## src/rtl/comparator_sort_controller_pkg.sv

```systemverilog
// Shared types for the comparator sort controller: FSM state encoding and data width.
package comparator_sort_controller_pkg;

  localparam int unsigned DATA_W = 4;

  typedef logic [DATA_W-1:0] data_t;

  typedef enum logic [1:0] {
    LOAD  = 2'd0,
    SORT  = 2'd1,
    DRAIN = 2'd2
  } state_e;

endpackage

```

## src/rtl/comparator_sort_controller_if.sv

```systemverilog
// Producer/consumer valid-ready stream bundle around the sort controller.
interface comparator_sort_controller_if;
  import comparator_sort_controller_pkg::*;

  data_t in_data;
  logic  in_valid;
  logic  in_ready;
  data_t out_data;
  logic  out_valid;
  logic  out_ready;

  modport master (
    output in_data,
    output in_valid,
    input  in_ready,
    input  out_data,
    input  out_valid,
    output out_ready
  );

  modport slave (
    input  in_data,
    input  in_valid,
    output in_ready,
    output out_data,
    output out_valid,
    input  out_ready
  );

endinterface

```

## src/rtl/comparator_sort_controller_cmp.sv

```systemverilog
// Unsigned 4-bit magnitude comparator shared by every compare step of the sorter.
module four_bit_comparator
  import comparator_sort_controller_pkg::*;
(
  input  data_t x,
  input  data_t y,
  output logic  o_gt,
  output logic  o_eq
);

  always_comb begin
    o_gt = (x > y);
    o_eq = (x == y);
  end

endmodule

```

## src/rtl/comparator_sort_controller.sv

```systemverilog
// Collects DEPTH values, bubble-sorts them through one shared comparator, then streams them out.
module comparator_sort_controller
  import comparator_sort_controller_pkg::*;
#(
  parameter int unsigned DEPTH = 4
) (
  input  logic                          clk,
  input  logic                          rst,
  comparator_sort_controller_if.slave   bus,
  output logic                          busy,
  output logic [7:0]                    swap_count
);

  localparam int unsigned      IDX_W     = $clog2(DEPTH);
  localparam logic [IDX_W-1:0] LAST_IDX  = IDX_W'(DEPTH - 1);
  localparam logic [IDX_W-1:0] LAST_PASS = IDX_W'(DEPTH - 2);

  state_e           state_q;
  data_t            mem_q [DEPTH];
  logic [IDX_W-1:0] wr_q;
  logic [IDX_W-1:0] rd_q;
  logic [IDX_W-1:0] pass_q;
  logic [IDX_W-1:0] j_q;
  logic             out_valid_q;
  data_t            out_data_q;
  logic             busy_q;
  logic [7:0]       swap_q;

  data_t            cmp_x;
  data_t            cmp_y;
  logic             cmp_gt;
  logic             cmp_eq;
  logic             do_swap;
  logic [IDX_W-1:0] j_nxt;
  logic [IDX_W-1:0] j_last;
  logic [IDX_W-1:0] rd_nxt;

  four_bit_comparator u_cmp (
    .x    (cmp_x),
    .y    (cmp_y),
    .o_gt (cmp_gt),
    .o_eq (cmp_eq)
  );

  always_comb begin
    j_nxt   = j_q + 1'b1;
    rd_nxt  = rd_q + 1'b1;
    j_last  = LAST_PASS - pass_q;
    cmp_x   = '0;
    cmp_y   = '0;
    if (state_q == SORT) begin
      cmp_x = mem_q[j_q];
      cmp_y = mem_q[j_nxt];
    end
    // Equal pairs never swap, which keeps the sort stable.
    do_swap = cmp_gt && !cmp_eq;
  end

  always_ff @(posedge clk or posedge rst) begin
    if (rst) begin
      state_q     <= LOAD;
      for (int unsigned i = 0; i < DEPTH; i++) begin
        mem_q[i] <= '0;
      end
      wr_q        <= '0;
      rd_q        <= '0;
      pass_q      <= '0;
      j_q         <= '0;
      out_valid_q <= 1'b0;
      out_data_q  <= '0;
      busy_q      <= 1'b0;
      swap_q      <= '0;
    end else begin
      unique case (state_q)
        LOAD: begin
          if (bus.in_valid) begin
            mem_q[wr_q] <= bus.in_data;
            if (wr_q == '0) begin
              swap_q <= '0;
            end
            if (wr_q == LAST_IDX) begin
              state_q <= SORT;
              wr_q    <= '0;
              pass_q  <= '0;
              j_q     <= '0;
              busy_q  <= 1'b1;
            end else begin
              wr_q <= wr_q + 1'b1;
            end
          end
        end

        SORT: begin
          if (do_swap) begin
            mem_q[j_q]   <= cmp_y;
            mem_q[j_nxt] <= cmp_x;
            swap_q       <= swap_q + 8'd1;
          end
          if (j_q == j_last) begin
            j_q <= '0;
            if (pass_q == LAST_PASS) begin
              // Final compare is always at j=0, so the first output is the post-swap low slot.
              state_q     <= DRAIN;
              rd_q        <= '0;
              out_valid_q <= 1'b1;
              out_data_q  <= do_swap ? cmp_y : cmp_x;
            end else begin
              pass_q <= pass_q + 1'b1;
            end
          end else begin
            j_q <= j_nxt;
          end
        end

        DRAIN: begin
          if (bus.out_ready) begin
            if (rd_q == LAST_IDX) begin
              state_q     <= LOAD;
              rd_q        <= '0;
              out_valid_q <= 1'b0;
              out_data_q  <= '0;
              busy_q      <= 1'b0;
            end else begin
              rd_q       <= rd_nxt;
              out_data_q <= mem_q[rd_nxt];
            end
          end
        end

        default: state_q <= LOAD;
      endcase
    end
  end

  assign bus.in_ready  = (state_q == LOAD);
  assign bus.out_valid = out_valid_q;
  assign bus.out_data  = out_data_q;
  assign busy          = busy_q;
  assign swap_count    = swap_q;

endmodule

```

## src/flat_wrapper.sv

```systemverilog
// flat-port wrapper written by rule: the top's interface ports become plain ports
module comparator_sort_controller_flat import comparator_sort_controller_pkg::*;
#(
  parameter int unsigned DEPTH = 4
)
  (clk, rst, busy, swap_count, bus_in_data, bus_in_valid, bus_in_ready, bus_out_data, bus_out_valid, bus_out_ready);
  comparator_sort_controller_if bus_i ();
  input  logic clk;
  input  logic rst;
  output logic busy;
  output logic [7:0] swap_count;
  input wire logic [$bits(bus_i.in_data)-1:0] bus_in_data;
  input wire logic [$bits(bus_i.in_valid)-1:0] bus_in_valid;
  output wire logic [$bits(bus_i.in_ready)-1:0] bus_in_ready;
  output wire logic [$bits(bus_i.out_data)-1:0] bus_out_data;
  output wire logic [$bits(bus_i.out_valid)-1:0] bus_out_valid;
  input wire logic [$bits(bus_i.out_ready)-1:0] bus_out_ready;
  assign bus_i.in_data = bus_in_data;
  assign bus_i.in_valid = bus_in_valid;
  assign bus_in_ready = bus_i.in_ready;
  assign bus_out_data = bus_i.out_data;
  assign bus_out_valid = bus_i.out_valid;
  assign bus_i.out_ready = bus_out_ready;
  comparator_sort_controller #(.DEPTH(DEPTH)) u_core (.clk(clk), .rst(rst), .bus(bus_i), .busy(busy), .swap_count(swap_count));
endmodule
```

## config.mk

```make
export PLATFORM = sky130hd
export DESIGN_NAME = comparator_sort_controller_flat
export DESIGN_NICKNAME = d
export VERILOG_FILES = /design/src/rtl/comparator_sort_controller_pkg.sv /design/src/rtl/comparator_sort_controller_if.sv /design/src/rtl/comparator_sort_controller_cmp.sv /design/src/rtl/comparator_sort_controller.sv /design/src/flat_wrapper.sv
export SDC_FILE = /design/constraint.sdc
export NUM_CORES = 1
export LEC_CHECK = 0
export CELL_PAD_IN_SITES_DETAIL_PLACEMENT = 1
export CELL_PAD_IN_SITES_GLOBAL_PLACEMENT = 2
export CORE_ASPECT_RATIO = 2
export CORE_MARGIN = 1.5
export CORE_UTILIZATION = 38
export CTS_BUF_LIST = sky130_fd_sc_hd__clkbuf_4
export CTS_CLUSTER_DIAMETER = 60
export DETAILED_ROUTE_END_ITERATION = 10
export PLACE_DENSITY_LB_ADDON = 0.05
export SYNTH_ARGS = -nofsm -noshare
export SYNTH_HDL_FRONTEND = slang
export SYNTH_SLANG_ARGS = --single-unit
```

## constraint.sdc

```tcl
create_clock -name clk -period 4.2 [get_ports clk]
set_input_delay 0.42 -clock clk [delete_from_list [all_inputs] [get_ports clk]]
set_output_delay 0.42 -clock clk [all_outputs]
set_load 0.02 [all_outputs]
```

==> results.toml <==
[cts]
htreeDepth = 2
cts_root_buffer = "clkbuf_4"
numCtsBuffers = 5
clk_latency_ns = 0.38
cts_tree = "built"
cts_resized = 0
clock-sinks = 40
clk_pin_slew_ns = 0.14
cts_setup_buffers = 0
cts_hold_buf = 0
cts_buffer_depth = 2

[grt]
antenna_found_initial = 1
first_global_vias = 3149
grtUsageTotal_pct = 28.00
grt_pass1_wl_um = 17550
grt_max_degree = 41
grt_overflow = 0

[critical_path]
rrSetupSlack_ns = 0.18
required_ns = 4.53
crit_fanout = 15
startpoint_type = "flip-flop"
endpoint_kind = "flip-flop"
path_class = "reg -> reg"
worstPathArrival_ns = 4.35

[timing]
maxSlewHeadroom_pct = 50.57
fin_tns_setup_ns = 0
fmax_ghz = 0.2488
fin_skew_ns = 0.01154
finalHoldViolations = 0
fin_crit_ns = 4.019
period_share_pct = 95.70
rsz0062_at_grt = "no"
worst_pin_slew_ns = 0.7414
finalSetupViolations = 0
report.final.slew_viol_count = 0

[layout]
nFillCells = 959
layout_commonest_cell = "dfrtp_1"
drive_above_1_share_pct = 13.90
nets = 396
final_cell_mix = "dfrtp_1, nand2_1, nor2_1"
area_growth_pct = 13.45

[synth]
synth-edff-count = 0
synth_flop_cell = "dfrtp_1"
syn_inst = 351
synth_async_sr_flop_share_pct = 100.0
syn_avg_cell_area_um2 = 8.798
synth_area_um2 = 3088
synthesis.nets = 374
synthDistinctLibCells = 49
yosys_warnings = 0
yosysSeqAreaShare_pct = 32.41
synth_seq_cells = 40

[floorplanning]
die-area_um2 = 8709
ioPinCount = 23
die_x_um = 66.74
initial_core_util_pct = 39.16
die_y_um = 130.5
core_area_um2 = 7885
num_rows = 46

[detailed_routing]
routed_wl_um = 11190
dr.pass1.iters = 4
avgViaCountPerCell = 6.121
antenna_left = 0
drc = 0
post_drt_wl_per_cell_um = 23.75
drtIter0Drc = 124
vias = 2883

[place]
io_buffers = 22
gp_congestion = 0.8612
hpwl_um = 8563

[worst_hold_path]
hold_class = "in -> async"

[flow_run]
cap_violations = 0

[run_status]
outcome = "finished clean"
synth_stat cells (3+ instances only):
cell / instances / area share (%)
nand2_1: 38 / 4.6
o32a_1: 9 / 2.9
or3_1: 3 / 0.61
a211oi_2: 3 / 1.2
o21ai_0: 21 / 3.4
dfrtp_1: 40 / 32
nor2_1: 30 / 3.6
nand3_1: 9 / 1.5
and2_1: 6 / 1.2
mux2_2: 16 / 5.8
inv_1: 12 / 1.5
o22a_1: 4 / 1.1
buf_1: 3 / 0.36
a21o_1: 3 / 0.73
a221oi_1: 3 / 0.85
ha_1: 15 / 6.1
a21oi_1: 20 / 3.2
nand2b_1: 9 / 1.8
xnor2_1: 4 / 1.1
a31oi_1: 5 / 1.0
a31o_2: 3 / 0.85
nor2b_1: 6 / 1.2
o22ai_1: 9 / 1.8
mux2i_1: 15 / 4.9
nand4_1: 3 / 0.61
mux4_2: 4 / 2.9
nor3_1: 11 / 1.8
o32ai_1: 4 / 1.1
and3_1: 7 / 1.4
buf_2: 6 / 0.97
clkbuf_1: 7 / 0.85
worst max-delay path, cell delays in order, from the launching register on:
cell and delay (ns):
dfrtp_1 0.38, inv_1 0.07, ha_1 0.58, mux2_2 0.42, o21ai_0 0.45, nor2_1 0.09, ha_1 0.29, and4_4 0.20
a21o_1 0.17, a311o_1 0.56, a211oi_2 0.51, o32a_1 0.24
registers in the layout, summed over array words and instances, names as in the netlist:
| name | cells |
|---|---|
| u_core.mem_q | 16 |
| u_core.swap_count | 8 |
| u_core.bus.out_data | 4 |
| u_core.busy | 1 |
| u_core.j_q | 2 |
| u_core.state_q | 2 |
| u_core.bus.out_valid | 1 |
| u_core.wr_q | 2 |
| u_core.pass_q | 2 |
| u_core.rd_q | 2 |
cell type report:
class                           instances  area, um^2  area share, %
Multi-Input combinational cell        279        1937          55.29
Sequential cell                        40        1001          28.57
Tap cell                               96       120.1          3.429
Antenna cell                            1       2.502        0.07143
Clock buffer                            5       37.54          1.071
Inverter                               12       45.04          1.286
Clock inverter                          3       42.54          1.214
Timing Repair Buffer                   35       317.8          9.071
cells by family after synthesis:
family	after synthesis	synth area share, %
simple gates	128	19.81
compound gates	97	22.08
flops	40	32.41
mux	35	13.61
buf+inv	32	4.862
fa+ha+maj	15	6.078
xor+xnor	4	1.134
worst paths after layout:
| check | from | endpoint | cells after the start |
|---|---|---|---|
| worst min-delay path | rst | u_core.mem_q[5]$_DFFE_PP0P_ | 3 |
| worst max register to register | u_core.j_q[0]$_DFFE_PP0P_ | u_core.mem_q[7]$_DFFE_PP0P_ | 11 |
| max in group asynchronous | rst | u_core.swap_count[4]$_DFFE_PP0P_ | 3 |
| worst min register to register | u_core.rd_q[1]$_DFFE_PP0P_ | u_core.rd_q[1]$_DFFE_PP0P_ | 2 |
| worst max-delay path | u_core.j_q[0]$_DFFE_PP0P_ | u_core.mem_q[7]$_DFFE_PP0P_ | 11 |
| min in group clk | u_core.rd_q[1]$_DFFE_PP0P_ | u_core.rd_q[1]$_DFFE_PP0P_ | 2 |
per-layer routing:
layer	vias to the layer above	GRT usage (%)	wire [um]
li1	1339	-	-
met1	1439	28.44	4074
met2	65	52.35	6179
met4	0	17.65	715
met5	-	0	0
met3	40	3.082	216
metrics by stage:
step / util (%) / std cells / instance area, um^2 / setup WS, ns / hold slack (ns)
after detailed placement: 43.38 / 462 / 3421 / 0.2836 / 0.4947
after CTS: 44.40 / 470 / 3501 / 0.2224 / 0.4766
after floorplan: - / 351 / 3088 / 0.5406 / 0.4706
after global routing: 44.43 / 471 / 3503 / 0.03947 / 0.5025
final: 44.43 / 471 / 3503 / 0.1805 / 0.4631
after global placement: 43.38 / 462 / 3421 / 0.3608 / 0.4986
Power is not shown: default switching activity piles up to over one toggle a cycle in this logic, so the estimate is an artifact.
